## config.mk

```make
export PLATFORM = sky130hd
export DESIGN_NAME = mem_arbiter
export DESIGN_NICKNAME = d
export VERILOG_FILES = /design/src/rtl/mem_arbiter.sv
export SDC_FILE = /design/constraint.sdc
export NUM_CORES = 1
export LEC_CHECK = 0
export CAP_MARGIN = 20
export CORE_MARGIN = 2
export CORE_UTILIZATION = 30
export CTS_CLUSTER_DIAMETER = 120
export DETAILED_ROUTE_END_ITERATION = 10
export GPL_TIMING_DRIVEN = 1
export PLACE_DENSITY = 0.54
export SLEW_MARGIN = 25
export SYNTH_ARGS = -nofsm -noshare
export SYNTH_HDL_FRONTEND = slang
export SYNTH_SLANG_ARGS = --single-unit
```

## constraint.sdc

```tcl
create_clock -name clk -period 3.8 [get_ports clk]
set_clock_uncertainty 0.1 [all_clocks]
set_input_delay 0.57 -clock clk [delete_from_list [all_inputs] [get_ports clk]]
set_output_delay 0.57 -clock clk [all_outputs]
set_load 0.02 [all_outputs]
```

## src/rtl/mem_arbiter.sv

```systemverilog
// rtl/mem_arbiter.sv - two-port (CPU / debug) shared-memory ownership arbiter
// Optional ownership watchdog compiled in with `define MEM_ARB_WATCHDOG_EN.
module mem_arbiter #(
   parameter int BURST_MAX = 16,
   parameter int TIMEOUT   = 255
) (
   input  logic clk,
   input  logic rstn,
   input  logic cpu_req,
   input  logic cpu_done,
   input  logic dbg_req,
   input  logic dbg_done,
   output logic cpu_gnt,
   output logic dbg_gnt,
   output logic busy,
   output logic dbg_preempt,
   output logic timeout_err
);

   if (BURST_MAX < 1 || BURST_MAX > 255 || TIMEOUT < 2 || TIMEOUT > 255) begin : g_param_check
      $error("mem_arbiter: BURST_MAX must be 1..255 and TIMEOUT 2..255");
   end

   localparam logic [7:0] BURST_LIM = 8'(BURST_MAX);

   // One-hot so each grant is a state flop with no decode logic behind it.
   typedef enum logic [3:0] {
      S_IDLE = 4'b0001,
      S_CPU  = 4'b0010,
      S_DBG  = 4'b0100,
      S_HND  = 4'b1000
   } state_t;

   state_t     state, next_state;
   logic       rst_sync;
   logic       last_dbg;
   logic [7:0] burst_cnt;
   logic       cpu_rel, dbg_rel, burst_hit, wd_hit, preempt_set;

   // Reset asserts asynchronously but releases one edge after rstn rises.
   always_ff @(posedge clk or negedge rstn) begin
      if (!rstn) rst_sync <= 1'b0;
      else       rst_sync <= 1'b1;
   end

   assign cpu_rel   = cpu_done | ~cpu_req;
   assign dbg_rel   = dbg_done | ~dbg_req;
   assign burst_hit = (burst_cnt >= BURST_LIM) & cpu_req;

`ifdef MEM_ARB_WATCHDOG_EN
   localparam logic [7:0] TIMEOUT_LIM = 8'(TIMEOUT);
   logic [7:0] wd_cnt;
   logic       owner_rel;

   assign wd_hit    = (wd_cnt == TIMEOUT_LIM);
   assign owner_rel = ((state == S_CPU) & cpu_rel) | ((state == S_DBG) & dbg_rel);

   always_ff @(posedge clk or negedge rstn) begin
      if (!rstn) begin
         wd_cnt      <= 8'd0;
         timeout_err <= 1'b0;
      end else if (!rst_sync) begin
         wd_cnt      <= 8'd0;
         timeout_err <= 1'b0;
      end else begin
         if (next_state == S_CPU || next_state == S_DBG)
            wd_cnt <= (state == next_state) ? wd_cnt + 8'd1 : 8'd1;
         else
            wd_cnt <= 8'd0;
         if (wd_hit && !owner_rel)
            timeout_err <= 1'b1;
      end
   end
`else
   assign wd_hit      = 1'b0;
   assign timeout_err = 1'b0;
`endif

   always_ff @(posedge clk or negedge rstn) begin
      if (!rstn)          state <= S_IDLE;
      else if (!rst_sync) state <= S_IDLE;
      else                state <= next_state;
   end

   always_comb begin
      next_state  = state;
      preempt_set = 1'b0;
      unique case (state)
         S_IDLE: begin
            if (cpu_req && dbg_req) next_state = last_dbg ? S_CPU : S_DBG;
            else if (cpu_req)       next_state = S_CPU;
            else if (dbg_req)       next_state = S_DBG;
         end
         S_CPU: begin
            if (cpu_rel || wd_hit) next_state = S_HND;
         end
         S_DBG: begin
            // A voluntary release takes priority, so it never reports a preempt.
            if (dbg_rel) begin
               next_state = S_HND;
            end else if (burst_hit || wd_hit) begin
               next_state  = S_HND;
               preempt_set = burst_hit;
            end
         end
         S_HND:   next_state = S_IDLE;
         default: next_state = S_IDLE;
      endcase
   end

   always_comb begin
      cpu_gnt = (state == S_CPU);
      dbg_gnt = (state == S_DBG);
      busy    = (state != S_IDLE);
   end

   always_ff @(posedge clk or negedge rstn) begin
      if (!rstn) begin
         last_dbg    <= 1'b1;
         burst_cnt   <= 8'd0;
         dbg_preempt <= 1'b0;
      end else if (!rst_sync) begin
         last_dbg    <= 1'b1;
         burst_cnt   <= 8'd0;
         dbg_preempt <= 1'b0;
      end else begin
         dbg_preempt <= preempt_set;
         if (state == S_CPU && next_state == S_HND) last_dbg <= 1'b0;
         if (state == S_DBG && next_state == S_HND) last_dbg <= 1'b1;
         if (next_state == S_DBG) begin
            if (state != S_DBG)          burst_cnt <= 8'd1;
            else if (burst_cnt != 8'hff) burst_cnt <= burst_cnt + 8'd1;
         end else begin
            burst_cnt <= 8'd0;
         end
      end
   end

endmodule

```

Word-level counts from Yosys, hierarchy flattened
Index checks and enable logic that the tools add are counted.
{"block": "totals", "reg_bits": 15, "input_bits": 6, "out_inout_bits": 5, "word_cells": 45}
{"block": "classes", "add_sub_neg": 1, "n_lt_le_gt_ge": 1, "eq_ne": 10, "mux": 20, "bitwise_logic": 5, "n_reduce_logical": 3}
{"cell": "2-to-1 mux 8 bit", "n": 4}
{"cell": "2-to-1 mux 4 bit", "n": 7}
{"cell": "case mux 4 bit (3 select lines)", "n": 1}
{"cell": "adder 8 x 1 -> 8 bit (second input constant)", "n": 1}
{"cell": "equality test 4 x 3 -> 1 bit (second input constant)", "n": 2}
{"cell": "greater-or-equal comparator 8 x 5 -> 1 bit (second input constant)", "n": 1}
{"cell": "inequality test 8 bit (second input constant)", "n": 1}
{"cell": "2-to-1 mux 1 bit", "n": 7}
{"cell": "equality test 4 x 1 -> 1 bit (second input constant)", "n": 1}
{"cell": "equality test 4 x 2 -> 1 bit (second input constant)", "n": 1}
{"cell": "equality test 4 bit (second input constant)", "n": 1}
{"cell": "inequality test 4 x 1 -> 1 bit (second input constant)", "n": 1}
{"cell": "inequality test 4 x 2 -> 1 bit (second input constant)", "n": 1}
{"cell": "inequality test 4 x 3 -> 1 bit (second input constant)", "n": 1}
{"cell": "logical AND 1 bit", "n": 3}
{"cell": "2-to-1 mux 3 bit", "n": 1}
{"cell": "inequality test 3 x 1 -> 1 bit (second input constant)", "n": 1}
{"cell": "inverter 1 bit", "n": 2}
{"cell": "bitwise OR 1 bit", "n": 2}
{"cell": "AND 1 bit", "n": 1}

Logic depth before layout (Yosys ltp)
{"block": "depth", "word_depth": 10, "depth_mapped": 5, "depth_no_buf": 5}

Worst setup path after synthesis
OpenSTA, ideal clock, no wires.
{"block": "synth_path", "kind": "reg2out", "from": "reg state[3]", "to": "out cpu_gnt", "t_arrival_ns": 1.290, "path_slack_ns": 1.840, "stages_incl_launch_ff": 2, "cell_sequence": "dfrtp_1 > nor4b_1"}
{"block": "synth_via", "elab_chain_cells": 1}
{"item": "start, declared", "line_no": "34", "text": "state_t state, next_state;"}
{"item": "start signal, assigned", "line_no": "82", "text": "else state <= next_state;"}
{"item": "equality test 4 x 2 -> 1 bit", "line_no": "112", "text": "cpu_gnt = (state == S_CPU);"}
{"item": "end, declared", "line_no": "13", "text": "output logic cpu_gnt,"}
Every way passes these cells.

Final worst setup path
{"block": "layout_path", "from": "reg state[2]", "to": "out cpu_gnt"}
The elaborated chain is that of the path after synthesis.

==> results.sh <==
export IMPL_slew_headroom_pct=55.9
export IMPL_postLayoutSetupSlackWorst_ps=1170
export IMPL_routedWlPerCell_um=13.0
export IMPL_worst_path_largest_cell_delay_ps=710
export IMPL_synth_adder_area_share_pct=3.08
export IMPL_grt_max_degree=16
export IMPL_ios=11
export IMPL_path_class="register to primary output"
export IMPL_cts_tree="done"
export IMPL_die_h_um=56.1
export IMPL_drv_slew=0
export IMPL_cpMaxStageDelayCell="clkdlybuf4s50_1"
export IMPL_grt_pass1_wl_um=2730
export IMPL_drc_errors=0
export IMPL_die_area_mm2=0.00314
export IMPL_cts_resized_gates=0
export IMPL_cap_violations=0
export IMPL_synth_distinct_cells=37
export IMPL_antenna_cells=0
export IMPL_hold_class="register to register"
export IMPL_detail_route_antenna_nets=0
export IMPL_crit_path_end_kind="primary output"
export IMPL_synth_top_family_by_area="simple AND/OR/NAND/NOR gates"
export IMPL_final_setup_viol_count=0
export IMPL_final_cell_mix="dfrtp_1 (13), nand2_1 (9), clkdlybuf4s50_1 (9)"
export IMPL_final_util_pct=38.1
export IMPL_synth_cells=83
export IMPL_mostFrequentLayoutCell="dfrtp_1"
export IMPL_vdd_drop_max_uv=201
export IMPL_drt_iter0_drc=3
export IMPL_clk_path_buf_depth=2
export IMPL_drt_wl_total_um=1620
export IMPL_synth_xor_xnor_area_share_pct=2.15
export IMPL_place_area_um2=933
export IMPL_rsz0062_at_grt="no"
export IMPL_synth_mux_area_share_pct=2.46
export IMPL_hold_buffers=0
export IMPL_hold_ws_ps=366
export IMPL_grt_antenna_before_repair=0
export IMPL_synth_edf_count=0
export IMPL_syn_area_um2=813
export IMPL_avgSynthCellArea_um2=9.80
export IMPL_core_area_mm2=0.00252
export IMPL_numCtsBuffers=3
export IMPL_gr_total_overflow=0
export IMPL_synth_seq_cells=15
export IMPL_grt_pass1_vias=624
export IMPL_clk_pin_slew_ps=110
export IMPL_ff_latch_area_um2=378
export IMPL_cp_data_arrival_time_ps=1960
export IMPL_power_density_mw_per_mm2=361
export IMPL_synth_simple_gate_area_share_pct=27.2
export IMPL_yosys_warnings=0
export IMPL_dr_pass1_iters=4
export IMPL_h_tree_depth=1
export IMPL_worstPathCellList="nor4b_1 > clkdlybuf4s50_1"
export IMPL_vias_per_cell=5.11
export IMPL_fin_crit_ps=2630
export IMPL_die_w_um=56.1
export IMPL_post_cts_buffers=0
export IMPL_num_vias=639
export IMPL_finalInstanceArea_um2=961
export IMPL_cp_data_required_time_ps=3130
export IMPL_multi_input_area_um2=413
export IMPL_start_kind="register"
export IMPL_drive_above_1_share_pct=14.7
export IMPL_synth_compound_area_share_pct=14.9
export IMPL_finalHoldViolations=0
export IMPL_track_usage_pct=10.8
export IMPL_totalNegativeSetupSlack_ps=0
export IMPL_pre_cts_ws_ps=1500
export IMPL_hpwl_um=1210
export IMPL_clk_latency_ps=290
export IMPL_fmax_mhz=381
export IMPL_cts_sinks=15
export IMPL_portBuffers=9
export IMPL_path_buf_inv=1
export IMPL_synthToLayoutAreaGrowth_pct=18.2
export IMPL_rows=18
export IMPL_root_buffer="clkbuf_4"
export IMPL_cellLeakagePower_nw=0.406
export IMPL_place_congestion=0.724
export IMPL_synthesis_nets=91
export IMPL_status="complete, no violations"
export IMPL_min_period_over_period_pct=69.1
export IMPL_nets=104
export IMPL_crit_path_max_fanout=6
export IMPL_fill_cells=271
export IMPL_synth_ff_type="dfrtp_1"
export IMPL_tightest_slew_ps=660
export IMPL_initial_core_util_pct=32.2
export IMPL_async_flop_share_pct=100
export IMPL_yosysSeqAreaShare_pct=46.5
export IMPL_critPathTopFamily="buffers and inverters"
## synthesized netlist by cell type, types with 2 or more instances
cell type	instances	area, µm²
inv_1	4	15.0
o21ai_0	2	10.0
nand3_1	4	20.0
nand2_1	9	33.8
nor3_1	4	20.0
dfstp_2	2	52.6
and3_1	3	18.8
conb_1	2	7.51
dfrtp_1	13	325
nor2_1	6	22.5
nand4_1	2	12.5
a21oi_1	3	15.0
ha_1	2	25.0
nor2b_1	3	18.8
mux2i_1	2	20.0
## power breakdown
group	total, W	switching (W)	internal (W)
clock network	0.0000953	0.0000562	0.0000391
registers	0.000181	0.0000108	0.000170
logic	0.0000714	0.0000355	0.0000359
## layer usage
layer,up-vias,part of all wire [%],track usage [%],wire [µm]
li1,320,-,-,-
met1,307,46,13.5,749
met2,12,50,18.0,806
met3,0,4.1,4.65,66
met4,0,0,1.02,0
met5,-,0,0,0
## logic make-up after synthesis
logic type | Yosys count
AO/OA/AOI/OAI | 16
XOR/XNOR | 2
adder cells (fa/ha/maj) | 2
buffers and inverters | 5
flip-flops | 15
multiplexers | 2
other | 2
AND/OR/NAND/NOR | 39
## worst register-to-register path: cells and delay by family, from the launching register on
family	cells	cell delay (ps)
fa+ha+maj	1	250
flops	1	440
simple gates	4	970
## final timing paths
kind	from	to	slack [ps]	depth (start not counted)
max reg2reg	burst_cnt[0]$_DFFE_PN0P_	burst_cnt[2]$_DFFE_PN0P_	1980	5
min	rst_sync$_DFF_PN0_	last_dbg$_DFFE_PN1P_	370	1
max in group asynchronous	rstn	state[1]$_DFF_PN0_	2590	1
max	state[2]$_DFF_PN0_	cpu_gnt	1170	2
min in group asynchronous	rstn	burst_cnt[3]$_DFFE_PN0P_	570	1
min reg2reg	rst_sync$_DFF_PN0_	last_dbg$_DFFE_PN1P_	370	1
## layout make-up
cell class | count | share of cell area [%]
inverters | 4 | 1.56
multi-input cells | 63 | 43.0
repair buffers | 9 | 9.37
clock inverters | 1 | 0.521
flip-flops and latches | 15 | 39.3
well taps | 30 | 3.91
clock buffers | 3 | 2.34
## per-stage QoR
stage,total power [W],std cells
after floorplan,0.000227,83
after global placement,0.000254,121
after detailed placement,0.000255,121
after CTS,0.000352,125
after global routing,0.000366,125
final,0.000347,125
## sequential cells by signal, indices dropped and copies added (netlist names)
| name | flops |
|---|---|
| rst_sync | 1 |
| burst_cnt | 8 |
| dbg_preempt | 1 |
| last_dbg | 1 |
| state | 4 |
Note: power is estimated with default switching activity, not from simulation.
